`src/rtl/frame_pkg.sv`:
```
// Shared frame geometry, sync bytes and loader state encoding.
// The CHK state exists only when FRAME_LOADER_CHECKSUM_EN is defined.
package frame_pkg;

    localparam int FRAME_W      = 320;
    localparam int FRAME_H      = 240;
    localparam int FRAME_PIXELS = FRAME_W * FRAME_H;
    localparam int ADDR_W       = 17;

    localparam logic [7:0] SYNC0 = 8'hAA;
    localparam logic [7:0] SYNC1 = 8'h55;

`ifdef FRAME_LOADER_CHECKSUM_EN
    typedef enum logic [2:0] {
        IDLE = 3'd0,
        HDR  = 3'd1,
        HI   = 3'd2,
        LO   = 3'd3,
        FIN  = 3'd4,
        CHK  = 3'd5
    } state_t;
`else
    typedef enum logic [2:0] {
        IDLE = 3'd0,
        HDR  = 3'd1,
        HI   = 3'd2,
        LO   = 3'd3,
        FIN  = 3'd4
    } state_t;
`endif

endpackage

```
`src/rtl/rx_timeout.sv`:
```
// Idle-gap watchdog: counts enabled cycles since the last clear and flags
// expiry once TIMEOUT_CYC-1 is reached; holds there until cleared.
module rx_timeout #(
    parameter int TIMEOUT_CYC = 1_000_000
) (
    input  logic clk,
    input  logic reset,
    input  logic enable,
    input  logic clear,
    output logic expired
);

    localparam int CNT_W = $clog2(TIMEOUT_CYC + 1);
    localparam logic [CNT_W-1:0] LIMIT = CNT_W'(TIMEOUT_CYC - 1);

    logic [CNT_W-1:0] cnt_reg;

    assign expired = enable && (cnt_reg == LIMIT);

    always_ff @(posedge clk or posedge reset) begin
        if (reset) begin
            cnt_reg <= '0;
        end else if (clear || !enable) begin
            cnt_reg <= '0;
        end else if (cnt_reg != LIMIT) begin
            cnt_reg <= cnt_reg + 1'b1;
        end
    end

endmodule

```
`src/rtl/frame_loader.sv`:
```
// Loads an AA 55-framed RGB565 image from a show-ahead UART RX FIFO into a
// frame buffer. Optional trailing checksum byte: define FRAME_LOADER_CHECKSUM_EN.
module frame_loader #(
    parameter int         FRAME_PIXELS = frame_pkg::FRAME_PIXELS,
    parameter int         TIMEOUT_CYC  = 1_000_000,
    parameter logic [7:0] SYNC0        = frame_pkg::SYNC0,
    parameter logic [7:0] SYNC1        = frame_pkg::SYNC1
) (
    input  logic                        clk,
    input  logic                        reset,
    input  logic                        rx_fifo_empty,
    input  logic [7:0]                  rx_fifo_data,
    output logic                        rx_fifo_pop,
    output logic                        wr_en,
    output logic [frame_pkg::ADDR_W-1:0] wr_addr,
    output logic [15:0]                 wr_data,
    output logic                        busy,
    output logic                        done,
    output logic                        err
);

    import frame_pkg::*;

    localparam logic [ADDR_W-1:0] LAST_PIX = ADDR_W'(FRAME_PIXELS - 1);

    state_t              state_reg, state_next;
    logic [ADDR_W-1:0]   pix_cnt_reg, pix_cnt_next;
    logic [7:0]          hi_reg, hi_next;
    logic                wr_en_reg, wr_en_next;
    logic [ADDR_W-1:0]   wr_addr_reg, wr_addr_next;
    logic [15:0]         wr_data_reg, wr_data_next;
    logic                err_reg, err_next;
    logic                pop;
    logic                expired;
`ifdef FRAME_LOADER_CHECKSUM_EN
    logic [7:0]          sum_reg, sum_next;
`endif

    rx_timeout #(
        .TIMEOUT_CYC (TIMEOUT_CYC)
    ) u_timeout (
        .clk     (clk),
        .reset   (reset),
        .enable  (busy),
        .clear   (pop),
        .expired (expired)
    );

    // Pop is gated by reset so nothing is consumed while the loader is held.
    assign rx_fifo_pop = pop && !reset;
    assign wr_en       = wr_en_reg;
    assign wr_addr     = wr_addr_reg;
    assign wr_data     = wr_data_reg;
    assign err         = err_reg;
    assign done        = (state_reg == FIN);
`ifdef FRAME_LOADER_CHECKSUM_EN
    assign busy        = (state_reg == HI) || (state_reg == LO) || (state_reg == CHK);
`else
    assign busy        = (state_reg == HI) || (state_reg == LO);
`endif

    always_ff @(posedge clk or posedge reset) begin
        if (reset) begin
            state_reg   <= IDLE;
            pix_cnt_reg <= '0;
            hi_reg      <= '0;
            wr_en_reg   <= 1'b0;
            wr_addr_reg <= '0;
            wr_data_reg <= '0;
            err_reg     <= 1'b0;
`ifdef FRAME_LOADER_CHECKSUM_EN
            sum_reg     <= '0;
`endif
        end else begin
            state_reg   <= state_next;
            pix_cnt_reg <= pix_cnt_next;
            hi_reg      <= hi_next;
            wr_en_reg   <= wr_en_next;
            wr_addr_reg <= wr_addr_next;
            wr_data_reg <= wr_data_next;
            err_reg     <= err_next;
`ifdef FRAME_LOADER_CHECKSUM_EN
            sum_reg     <= sum_next;
`endif
        end
    end

    always_comb begin
        state_next   = state_reg;
        pix_cnt_next = pix_cnt_reg;
        hi_next      = hi_reg;
        wr_en_next   = 1'b0;
        wr_addr_next = wr_addr_reg;
        wr_data_next = wr_data_reg;
        err_next     = 1'b0;
        pop          = 1'b0;
`ifdef FRAME_LOADER_CHECKSUM_EN
        sum_next     = sum_reg;
`endif

        case (state_reg)
            IDLE: begin
                pop = !rx_fifo_empty;
                if (pop && rx_fifo_data == SYNC0) begin
                    state_next = HDR;
                end
            end
            HDR: begin
                pop = !rx_fifo_empty;
                if (pop) begin
                    if (rx_fifo_data == SYNC1) begin
                        state_next   = HI;
                        pix_cnt_next = '0;
`ifdef FRAME_LOADER_CHECKSUM_EN
                        sum_next     = '0;
`endif
                    end else if (rx_fifo_data != SYNC0) begin
                        state_next = IDLE;
                    end
                end
            end
            HI: begin
                pop = !rx_fifo_empty;
                if (pop) begin
                    hi_next    = rx_fifo_data;
                    state_next = LO;
`ifdef FRAME_LOADER_CHECKSUM_EN
                    sum_next   = sum_reg + rx_fifo_data;
`endif
                end
            end
            LO: begin
                pop = !rx_fifo_empty;
                if (pop) begin
                    wr_en_next   = 1'b1;
                    wr_addr_next = pix_cnt_reg;
                    wr_data_next = {hi_reg, rx_fifo_data};
                    pix_cnt_next = pix_cnt_reg + 1'b1;
`ifdef FRAME_LOADER_CHECKSUM_EN
                    sum_next     = sum_reg + rx_fifo_data;
                    state_next   = (pix_cnt_reg == LAST_PIX) ? CHK : HI;
`else
                    state_next   = (pix_cnt_reg == LAST_PIX) ? FIN : HI;
`endif
                end
            end
`ifdef FRAME_LOADER_CHECKSUM_EN
            CHK: begin
                pop = !rx_fifo_empty;
                if (pop) begin
                    if (rx_fifo_data == sum_reg) begin
                        state_next = FIN;
                    end else begin
                        state_next = IDLE;
                        err_next   = 1'b1;
                    end
                end
            end
`endif
            FIN: begin
                state_next = IDLE;
            end
            default: begin
                state_next = IDLE;
            end
        endcase

        // A pop in the expiry cycle keeps the frame alive.
        if (busy && expired && !pop) begin
            state_next = IDLE;
            err_next   = 1'b1;
        end
    end

endmodule

```
`config.mk`:
```
export PLATFORM = sky130hd
export DESIGN_NAME = frame_loader
export DESIGN_NICKNAME = d
export VERILOG_FILES = /design/src/rtl/frame_pkg.sv /design/src/rtl/rx_timeout.sv /design/src/rtl/frame_loader.sv
export SDC_FILE = /design/constraint.sdc
export NUM_CORES = 1
export LEC_CHECK = 0
export ABC_AREA = 1
export BUFFER_PORTS_ARGS = -buffer_cell sky130_fd_sc_hd__buf_2
export CORE_MARGIN = 4
export CORE_UTILIZATION = 40
export DETAILED_ROUTE_END_ITERATION = 7
export SETUP_SLACK_MARGIN = 0.15
export SYNTH_ARGS = -nofsm -noshare
export SYNTH_HDL_FRONTEND = slang
export SYNTH_SLANG_ARGS = --single-unit
```
`constraint.sdc`:
```
create_clock -name clk -period 3.15 [get_ports clk]
set_input_delay 0.315 -clock clk [delete_from_list [all_inputs] [get_ports clk]]
set_output_delay 0.315 -clock clk [all_outputs]
set_load 0.03 [all_outputs]
```
* Word-level counts from Yosys, hierarchy flattened *
Index checks and enable logic that the tools add are counted.
W data, S select, Z words.

word-level totals
  register bits = 83
  bits of input ports = 11
  output and inout bits = 38
  word-level logic and storage cells = 67

cells by class
  add/sub/neg operators = 2
  eq/ne operators = 18
  muxes and demuxes = 19
  bitwise operators = 1
  reduce and logical (&&, ||, !) cells = 19

operators with widths
  kind                     count
  $mux W17                 3
  $mux W20                 2
  $pmux W17 S2             1
  $mux W3                  8
  $add A20 B1 Y20 const B  1
  $eq A20 B20 Y1 const B   1
  $ne A20 B20 Y1 const B   1
  $add A17 B1 Y17 const B  1
  $eq A17 B17 Y1 const B   1
  $pmux W3 S4              1
  $eq A8 B7 Y1 const B     1
  $eq A8 B8 Y1 const B     1
  $ne A8 B8 Y1 const B     1
  $eq A3 B2 Y1 const B     2
  $ne A2 B2 Y1 const B     3
  $ne A3 B2 Y1 const B     2
  $ne A3 B3 Y1 const B     2
  $logic_and A1 B1 Y1      5
  $reduce_and A5 Y1        1
  $logic_not A1 Y1         4
  $mux W1                  4
  $ne A4 B4 Y1 const B     1
  $reduce_and A2 Y1        2
  $reduce_and A4 Y1        1
  other kinds (7)          9

* Logic depth before layout (Yosys ltp) *
Gate-level depths: netlist of run 1.

  depth in word-level cells = 7
  gate-level depth with buffers = 11
  gate-level depth less buffers = 11

* Cells and area by module *
Synthesis of run 1 repeated with hierarchy kept, for this count alone.

unflattened totals
  cells, all modules = 539
  area, all modules = 4174.0 um2

modules (own cells, without submodules)
  module        instances  cells an instance  area each (um2)  sequential area each (um2)
  frame_loader  1          349                2862.7           1576.5
  rx_timeout    1          190                1311.3           500.5

* Worst setup path after synthesis of run 1 *
OpenSTA, ideal clock, no wires.

  path kind = reg-to-output
  start = register state_reg[2]
  end = output rx_fifo_pop
  arrival = 1106 ps
  data required time = 2835 ps
  path slack = 1729 ps
  stages on the path, launching flop included = 2
  buffers on the path = 0
  cells stage by stage = dfrtp_1 nor3_1

between the ends
  longest elaborated chain between the ends = 4
  elaborated cells on any way between the ends = 7
  those cells by class = eq/ne: 3; mux: 1; reduce/logical: 3

ends and longest elaborated chain
  item                                  RTL line             text
  start: declaration                    frame_loader.sv:26   state_t state_reg, state_next;
  start signal: assignment              frame_loader.sv:75   state_reg <= state_next;
  $eq A3 B2 Y1 (tied with other cells)  frame_loader.sv:101  case (state_reg)
  $reduce_or A4 Y1 (no source line) *   --
  $mux W1 *                             --
  $logic_and A1 B1 Y1 *                 frame_loader.sv:50   assign rx_fifo_pop = pop && !reset;
  end: declaration                      frame_loader.sv:13   output logic rx_fifo_pop,

Mark *: on every way between the ends. The rest lies on a longest branch, timed or not.

* Worst setup path after layout of run 1 *
  start = register state_reg[2]
  end = register pix_cnt_reg[13]

between the ends
  longest elaborated chain between the ends = 3
  elaborated cells on any way between the ends = 8
  those cells by class = eq/ne: 5; mux: 1; reduce/logical: 2

ends and longest elaborated chain
  item                                                                        RTL line             text
  $eq A3 B1 Y1 / $eq A3 B2 Y1 (equally long branches)                         frame_loader.sv:101
  $ne A2 B2 Y1 (no source line) / $reduce_bool A2 Y1 (equally long branches)  --
  $reduce_and A4 Y1 (no source line)                                          --
  end signal: assignment                                                      frame_loader.sv:76   pix_cnt_reg <= pix_cnt_next;
  end: declaration                                                            frame_loader.sv:27   logic [ADDR_W-1:0] pix_cnt_reg, pix_cnt_next;

Parallel ways exist; a longest one is shown, timed or not.
A chain may end at the register's enable or synchronous reset.

==> impl_metrics.toml, run 1 <==
[outcome]
status = "finished, final reports clean"

[synth]
yosys.area_share.simple_pct = 31.9
synth_common_cells = "156 x nand2_1, 83 x dfrtp_1, 58 x inv_1"
synth_seq_cells = 83
syn_nets = 528
synthFlopType = "dfrtp_1"
synth_top_family_by_area = "simple AND/OR/NAND/NOR gates"
synthCells = 515
async_reset_ff_share_pct = 100
synth_top_area_share_pct = 50.9
yosysSeqAreaShare_pct = 50.9
yosys-top-cells-area = "dfrtp_1 51%, nand2_1 14%, inv_1 5.3%, nor2_1 4.5%, nand3_1 4.3%"
synthMuxAreaShare_pct = 0
synth_compound_area_share_pct = 7.78
synth_edf_count = 0
synth_area_sq_um = 4080
yosysMostFrequentCell = "nand2_1"
synth_area_per_cell_sq_um = 7.93
synth_top_area_cell = "dfrtp_1"
synthAdderAreaFrac_pct = 0.613
synth_warnings = 0
synth-xor-area-share_pct = 0.429
synth_cell_types = 31

[power_and_ir_drop]
p_leak_nw = 2.38
power_frac_clock_pct = 39.8
intPower_mw = 1.51
p_sw_share_pct = 26.7
power.switching_mw = 0.551
p_seq_share_pct = 53.4
p_per_area_nw_per_um2 = 447
ir_drop_mv = 0.216
comb_power_share_pct = 6.8

[place]
place.gp.congestion = 0.841
port_buffers = 48
place_hpwl_um = 6060

[finish]
post-route-util_pct = 46.9
nNetsFinal = 577
antenna_cells = 0
drive_above_1_share_pct = 16.2
largest_register_ff_count = 20
area_growth_pct = 13.2

[setup_path]
cp.required_ns = 3.41
timing.rr.start = "state_reg[2]$_DFFE_PP0P_"
crit_start = "state_reg[2]$_DFFE_PP0P_"
end_kind = "register"
crit_path_max_fanout = 60
path_class = "reg2reg"
cp_data_arrival_time_ns = 2.22
start_kind = "register"
max_stage_delay_ns = 0.42
slowest_stage = "dfrtp_1"
crit_chain = "inv_2, nand2_2, nor2_4, nand2_4, inv_4, nand2_2, nor2_4, nand3_1, nand2_1, nand2_1"

[sta]
slew_violations = 0
tightest_slew_ns = 1.06
relSlewSlack_pct = 29.4
rsz0062_at_grt = "no"
hold_viol = 0
setup_viol = 0
period_minus_slack_ns = 1.97
fin_skew_ns = 0.0146
timing.fmax_mhz = 508
finalSetupTns_ns = 0
fin_crit_sh_pct = 62.4

[global_route]
grt_first_pass_wirelength_um = 14400
grt-busiest-layer = "met2"
antenna_found_initial = 0
first_global_vias = 3211
grt_use_met2_pct = 24.7
use_met3_pct = 3.20
grt_util_met1_pct = 19.7
grt_max_degree = 64
grtUsageTotal_pct = 15.2
grt_overflow_total = 0

[floorplanning]
die-width_um = 109
core_sq_um = 9860
ios = 49
die_h_um = 109
start_util_pct = 41.4
die_area_sq_um = 11900
fp-row-count = 36

[route]
wl_per_cell_um = 12.0
drtIter0Drc = 214
num_vias = 3392
final_antenna_net_count = 0
drtPass1Iterations = 4
route.detailed.drc = 0
vias_per_cell = 4.83
wirelength_um = 8450

[clock_tree]
postCtsHoldBufs = 0
cts_resized = 0
cts_root_buf = "clkbuf_8"
path_clk_slew_ns = 0.10
post_cts_buffers = 0
ctsLongestPathBuffers = 2
h-tree-depth = 3
cts_tree = "yes"
clock_latency_ns = 0.36
cts_buffers = 9
clock-sinks = 83

[run]
max_cap_violations = 0

[min_path]
hp-class = "in2async"
-- final timing paths --
path                       slack, ns  depth (start not counted)                           endpoint
max in group asynchronous       2.23                          3  u_timeout.cnt_reg[19]$_DFFE_PP0P_
min in group clk                0.22                          3             wr_data[1]$_DFFE_PP0P_
max reg2reg                     1.18                         10        pix_cnt_reg[13]$_DFFE_PP0P_
max                             1.18                         10        pix_cnt_reg[13]$_DFFE_PP0P_
min                             0.17                          2             wr_data[4]$_DFFE_PP0P_
min reg2reg                     0.47                          1  u_timeout.cnt_reg[12]$_DFFE_PP0P_
-- metrics by stage --
step	hold WS (ns)	total power, mW	cell area (sq um)	std cells	setup slack (ns)
2_1_floorplan	0.437	1.22	4080	515	0.698
3_3_place_gp	0.449	1.26	4410	686	1.21
3_5_place_dp	0.460	1.27	4410	686	1.16
4_1_cts	0.208	2.10	4620	702	1.15
5_1_grt	0.216	2.17	4620	702	0.980
6_report	0.175	2.06	4620	702	1.18
-- power by group through the flow --
stage	sequential, mW	combinational [mW]	clock [mW]
after floorplan	1.13	0.0952	0
after global placement	1.12	0.140	0
after detailed placement	1.12	0.144	0
after CTS	1.10	0.144	0.852
after global routing	1.11	0.167	0.894
final	1.10	0.141	0.821
-- routing by layer --
layer	vias to the layer above	share of wire, %
met4	0	2.2
met2	69	45
met5	-	0
li1	1740	-
met3	15	4.2
met1	1568	49
-- placed cells by master, fill, tap and decap left out, types with 3 or more instances in the layout --
master	instances
a21oi_1	12
a31oi_1	3
buf_2	48
buf_4	3
clkbuf_8	9
dfrtp_1	83
inv_1	57
inv_2	4
inv_6	4
nand2_1	156
nand2_2	6
nand3_1	35
nand4_1	15
nor2_1	49
nor2_2	3
nor2_4	4
nor3_1	14
o21ai_0	28
o21ai_1	17
-- logic make-up after synthesis --
family | Yosys count
buf+inv | 76
flops | 83
xor+xnor | 2
fa+ha+maj | 2
compound gates | 62
simple gates | 290
-- cell type report --
class | count | area [sq um]
sequential | 83 | 2080
tap | 133 | 166
inverter | 63 | 240
multi-input combinational | 356 | 1660
timing repair buffer | 51 | 263
clock inverter | 7 | 87.6
fill | 1007 | 5240
clock buffer | 9 | 124
-- worst max-delay path: cells and delay by family (launching register included) --
family | cells | cell delay, ns
AND/OR/NAND/NOR | 8 | 0.95
flip-flops | 1 | 0.42
buffers and inverters | 2 | 0.48
No activity file was read; power rests on OpenSTA's default activity.
==> run 2: changes to the inputs <==
ABC_AREA = 0   (was 1)
clock period = 1.8 ns   (was 3.15 ns; I/O delays follow)
==> impl_metrics.toml, run 2 <==
[synth]
synthMuxAreaShare_pct = 14.3
synth_cell_types = 52
yosysSeqAreaShare_pct = 54.5
synthFlopType = "dfrtp_1"
synth_compound_area_share_pct = 9.13
yosysMostFrequentCell = "dfrtp_1"
synth_top_family_by_area = "simple AND/OR/NAND/NOR gates"
synth_seq_cells = 83
synth-xor-area-share_pct = 1.61
synth_area_sq_um = 3810
synth_edf_count = 0
synth_warnings = 0
synthCells = 323
yosys-top-cells-area = "dfrtp_1 55%, mux2_2 12%, nand2_1 2.4%, mux2i_1 1.8%, nand3_1 1.8%"
async_reset_ff_share_pct = 100
synth_top_area_cell = "dfrtp_1"
yosys.area_share.simple_pct = 17.3
synthAdderAreaFrac_pct = 0.657
syn_nets = 336
synth_area_per_cell_sq_um = 11.8
synth_common_cells = "83 x dfrtp_1, 42 x mux2_2, 24 x nand2_1"
synth_top_area_share_pct = 54.5

[place]
dpl.cell_count = 508
port_buffers = 48
post-place-ws_ns = 0.0629
place.gp.congestion = 0.822
place_hpwl_um = 5690
place_area_sq_um = 4340

[sta]
setup_viol = 0
timing.fmax_mhz = 611
hold_viol = 0
finalSetupTns_ns = 0
period_minus_slack_ns = 1.64
fin_skew_ns = 0.0130
relSlewSlack_pct = 65.5
rsz0062_at_grt = "yes"
tightest_slew_ns = 0.517
holdWs_ns = 0.0920
fin_crit_sh_pct = 91.0
final.setup.worst_slack_ns = 0.162
slew_violations = 0

[finish]
final_area_sq_um = 4710
nNetsFinal = 407
final_common_cell = "dfrtp_1"
final_cell_mix = "75 x dfrtp_1, 48 x buf_2, 42 x mux2_2, 24 x buf_4, 22 x nand2_1"
drive_above_1_share_pct = 42.9
stdcell_count = 528
num-fill-cells = 833
area_growth_pct = 23.8
antenna_cells = 0
largest_register_ff_count = 20

[floorplanning]
start_util_pct = 41.2
die_h_um = 106
die_area_sq_um = 11100
core_sq_um = 9240
die-width_um = 106
ios = 49
fp-row-count = 35

[clock_tree]
cts_buffers = 9
cts_tree = "yes"
clock-sinks = 83
cts_root_buf = "clkbuf_8"
clock_latency_ns = 0.36
path_clk_slew_ns = 0.10
ctsLongestPathBuffers = 2
h-tree-depth = 3

[power_and_ir_drop]
intPower_mw = 3.28
power_frac_clock_pct = 33.1
p_per_area_nw_per_um2 = 994
p_sw_share_pct = 30.0
power.switching_mw = 1.41
ir_drop_mv = 0.633
comb_power_share_pct = 19.0
p_seq_share_pct = 47.9
p_leak_nw = 2.12

[setup_path]
path_class = "reg2reg"
cp.required_ns = 2.08
timing.rr.start = "u_timeout.cnt_reg[0]$_DFFE_PP0P_"
start_kind = "register"
cp_data_arrival_time_ns = 1.92
crit_path_max_fanout = 8
rrSetupSlack_ns = 0.16
end_kind = "register"
crit_start = "u_timeout.cnt_reg[0]$_DFFE_PP0P_"

[route]
wirelength_um = 7930
vias_per_cell = 5.39
num_vias = 2844
final_antenna_net_count = 0
wl_per_cell_um = 15.0
drtIter0Drc = 116
route.detailed.drc = 0
drtPass1Iterations = 4

[global_route]
first_global_vias = 2933
grtUsageTotal_pct = 15.3
antenna_found_initial = 0
grt_max_degree = 31
grt_overflow_total = 0
grt_first_pass_wirelength_um = 13900

[min_path]
hp-start = "rx_fifo_data[3]"
hp-class = "in2reg"

[outcome]
status = "finished, final reports clean"

[run]
max_cap_violations = 0
run 2: cell count changes after synthesis, sizes merged, moves of 7 or more:
cell / delta
o21ai: -33
nand3: -19
nand2: -140
nor2: -48
mux2: +42
inv: -57
mux2i: +7
o31ai: +8
run 2: final timing paths:
path                       depth (start not counted)                           endpoint
hold / removal                                     2              hi_reg[3]$_DFFE_PP0P_
max in group asynchronous                          4             wr_data[0]$_DFFE_PP0P_
min in group asynchronous                          3             wr_addr[1]$_DFFE_PP0P_
setup reg to reg                                   5  u_timeout.cnt_reg[18]$_DFFE_PP0P_
hold reg to reg                                    1        pix_cnt_reg[16]$_DFFE_PP0P_
setup / recovery                                   5  u_timeout.cnt_reg[18]$_DFFE_PP0P_
run 2: per-layer routing:
metal / global-route usage (%) / wire length, um / part of all wire, %
met3: 3.37 / 306 / 3.9
met1: 20.2 / 3770 / 48
met2: 24.7 / 3720 / 47
met5: 0 / 0 / 0
met4: 5.64 / 133 / 1.7
run 2: cell type report:
type,instances,area [sq um],area share [%]
clock inverter,6,93.8,1.99
timing repair buffer,75,470,9.98
clock buffer,10,138,2.92
sequential,83,2090,44.3
inverter,6,26.3,0.557
tap,129,161,3.42
multi-input combinational,219,1740,36.8
run 2: logic make-up (layout without fill, tap and decap cells):
kind of cell	after synthesis	after routing
compound gates	51	51
xor+xnor	7	7
flops	83	83
fa+ha+maj	2	2
buf+inv	21	97
simple gates	110	110
mux	49	49
run 2: repair_timing:
item / CTS / global route
hold buffers: 1 / 0
setup endpoints to repair: 17 / 30
cloned: 0 / 0
buffers inserted: 0 / 3
resized for setup: 10 / 27
hold endpoints to repair: 17 / 0
run 2: stage by stage:
| stage | util [%] | power, mW |
|---|---|---|
| after global routing | 51.0 | 4.90 |
| after global placement | 47.0 | 3.13 |
| after detailed placement | 47.0 | 3.15 |
| final | 51.0 | 4.68 |
| after CTS | 49.9 | 4.70 |
| after floorplan | - | 2.86 |
run 2: power groups by stage:
stage	registers [mW]	logic, mW	clock network (mW)
finish	2.24	0.890	1.55
global route	2.28	0.960	1.66
CTS	2.24	0.888	1.58
detailed placement	2.27	0.884	0
global placement	2.26	0.871	0
floorplan	2.56	0.296	0
run 2: worst max-delay path, cell delays in order (launching register included):
cell and delay, ns:
dfrtp_1 0.40, ha_2 0.23, and2_4 0.17, nand2_2 0.12
or4_1 0.50, a21oi_1 0.15
==> run 3: changes to the inputs <==
SYNTH_HIERARCHICAL = 1   (was not set)
==> impl_metrics.toml, run 3 <==
[floorplanning]
fp-row-count = 35
die_area_sq_um = 11400
die-width_um = 107
core_sq_um = 9370
ios = 49
die_h_um = 107
start_util_pct = 41.6

[clock_tree]
clock_latency_ns = 0.35
cts_tree = "yes"
clock-sinks = 83
ctsLongestPathBuffers = 2
h-tree-depth = 3
path_clk_slew_ns = 0.09
cts_buffers = 9
cts_root_buf = "clkbuf_8"

[synth]
synth_top_area_share_pct = 53.3
syn_nets = 416
synth_cell_types = 51
synth_edf_count = 0
synth_common_cells = "113 x nand2_1, 83 x dfrtp_1, 20 x nand4_1"
yosysMostFrequentCell = "nand2_1"
yosys-top-cells-area = "dfrtp_1 53%, nand2_1 11%, nand4_1 3.2%, mux2_2 2.6%, nand3_1 2.1%"
synth_area_sq_um = 3900
synthFlopType = "dfrtp_1"
synthCells = 403
yosysSeqAreaShare_pct = 53.3
synth_seq_cells = 83
synth_warnings = 6
synth_top_area_cell = "dfrtp_1"
synth_area_per_cell_sq_um = 9.67
async_reset_ff_share_pct = 100

[power_and_ir_drop]
fin_total_pwr_mw = 5.23
power_frac_clock_pct = 28.7
ir_drop_mv = 0.619
p_seq_share_pct = 43.1
p_leak_nw = 2.63
intPower_mw = 3.45
p_per_area_nw_per_um2 = 1000
p_sw_share_pct = 34.0
power.switching_mw = 1.78
comb_power_share_pct = 28.2

[finish]
num-fill-cells = 863
multi_input_area_sq_um = 1870
regArea_sq_um = 2080
antenna_cells = 0
nNetsFinal = 533
drive_above_1_share_pct = 35.2
largest_register_ff_count = 20
final_cell_mix = "111 x nand2_1, 83 x dfrtp_1, 73 x buf_4, 46 x buf_2, 20 x nand4_1"
area_growth_pct = 33.9
final_common_cell = "nand2_1"

[sta]
slew_violations = 0
tightest_slew_ns = 0.789
hold_viol = 0
final.setup.worst_slack_ns = -0.266
fin_crit_sh_pct = 115
fin_skew_ns = 0.0122
holdWs_ns = 0.0617
timing.fmax_mhz = 484
setup_viol = 4
finalSetupTns_ns = -0.729
rsz0062_at_grt = "yes"
period_minus_slack_ns = 2.07
relSlewSlack_pct = 47.3

[outcome]
violations = "setup timing"
status = "finished with violations"

[global_route]
grt_overflow_total = 0
grt_first_pass_wirelength_um = 16500
first_global_vias = 3407
grt_max_degree = 44
antenna_found_initial = 0
grtUsageTotal_pct = 17.9

[route]
route.detailed.drc = 0
vias_per_cell = 5.16
maxUsedRoutingLayer = "met4"
met2_length_um = 4610
dr_wl_met3_um = 459
drtIter0Drc = 142
final_antenna_net_count = 0
drtPass1Iterations = 4
num_vias = 3373
wl_per_cell_um = 14.8
met1_length_um = 4470
wirelength_um = 9690

[run]
max_cap_violations = 0

[setup_path]
path_class = "reg2reg"
start_kind = "register"
cp.required_ns = 2.04
cp_data_arrival_time_ns = 2.30
crit_path_max_fanout = 3
end_kind = "register"

[place]
place.gp.congestion = 0.894
place_hpwl_um = 6560
port_buffers = 48

[min_path]
hp-class = "in2reg"
run 3: cell count changes after synthesis, moves of 4 or more:
cell,before,now
nand2_1,24,113
mux2_2,42,9
nand4_1,9,20
nor2_1,9,19
o31ai_1,9,4
buf_2,5,9
inv_1,5,9
or2_2,4,0
run 3: power by group through the flow:
| stage | sequential [mW] | combinational [mW] | clock [mW] |
|---|---|---|---|
| floorplan | 2.55 | 0.652 | 0 |
| global placement | 2.28 | 1.39 | 0 |
| detailed placement | 2.29 | 1.42 | 0 |
| CTS | 2.26 | 1.47 | 1.54 |
| global route | 2.29 | 1.61 | 1.63 |
| finish | 2.25 | 1.47 | 1.50 |
run 3: cell families (layout without fill, tap and decap cells):
logic type	Yosys count	after routing	share of synthesized area [%]
adders and majority gates	2	2	0.642
and+or+nand+nor	219	219	28.3
AOI/OAI and AO/OA	46	46	8.22
xor gates and xnor gates	9	9	2.02
DFF	83	83	53.3
buffers and inverters	28	150	3.08
muxes	16	16	4.43
run 3: per-stage QoR:
step,area [sq um],cells,setup slack [ns],util (%)
3_3_place_gp,4710,623,-0.275,50.3
2_1_floorplan,3930,403,-0.427,-
5_1_grt,5220,654,-0.324,55.7
4_1_cts,5070,644,-0.239,54.1
6_report,5220,654,-0.266,55.7
3_5_place_dp,4710,623,-0.327,50.3
run 3: area by class of cell:
| type | instances | share of cell area (%) |
|---|---|---|
| Multi-Input combinational cell | 292 | 35.9 |
| Tap cell | 129 | 3.09 |
| Clock buffer | 10 | 2.45 |
| Sequential cell | 83 | 39.8 |
| Inverter | 9 | 0.719 |
| Clock inverter | 6 | 1.70 |
| Timing Repair Buffer | 125 | 16.4 |
run 3: worst max-delay path, cell delays in order (launching register included):
cell and delay (ns):
dfrtp_1 0.40, nor4b_2 0.32, buf_4 0.16, nand4_1 0.11, or2_4 0.27, nor2_4 0.09
nand2b_4 0.12, a21o_1 0.12, a311oi_2 0.05, mux2_4 0.32
run 3: worst paths after layout:
check	cells past startpoint	from	slack [ns]	end
hold reg to reg	2	hi_reg[4]$_DFFE_PP0P_	0.47	wr_data[12]$_DFFE_PP0P_
max in group asynchronous	3	reset	0.74	u_timeout/cnt_reg[0]$_DFFE_PP0P_
setup reg to reg	9	u_timeout/cnt_reg[11]$_DFFE_PP0P_	-0.27	state_reg[0]$_DFFE_PP0P_
hold / removal	3	rx_fifo_data[7]	0.06	wr_data[7]$_DFFE_PP0P_
min in group asynchronous	3	reset	0.43	pix_cnt_reg[4]$_DFFE_PP0P_
setup / recovery	9	u_timeout/cnt_reg[11]$_DFFE_PP0P_	-0.27	state_reg[0]$_DFFE_PP0P_
run 3: layer usage:
metal / global-route usage (%) / vias to the layer above
met5: 0 / -
met4: 5.21 / 0
met3: 3.67 / 12
met2: 29.2 / 71
met1: 24.3 / 1642
li1: - / 1648
run 3: repair_timing:
item,CTS,global route
setup buffers,4,10
pin swaps,6,7
setup endpoints to repair,14,23
hold buffers,1,0
hold endpoints to repair,20,0
resized for setup,17,19
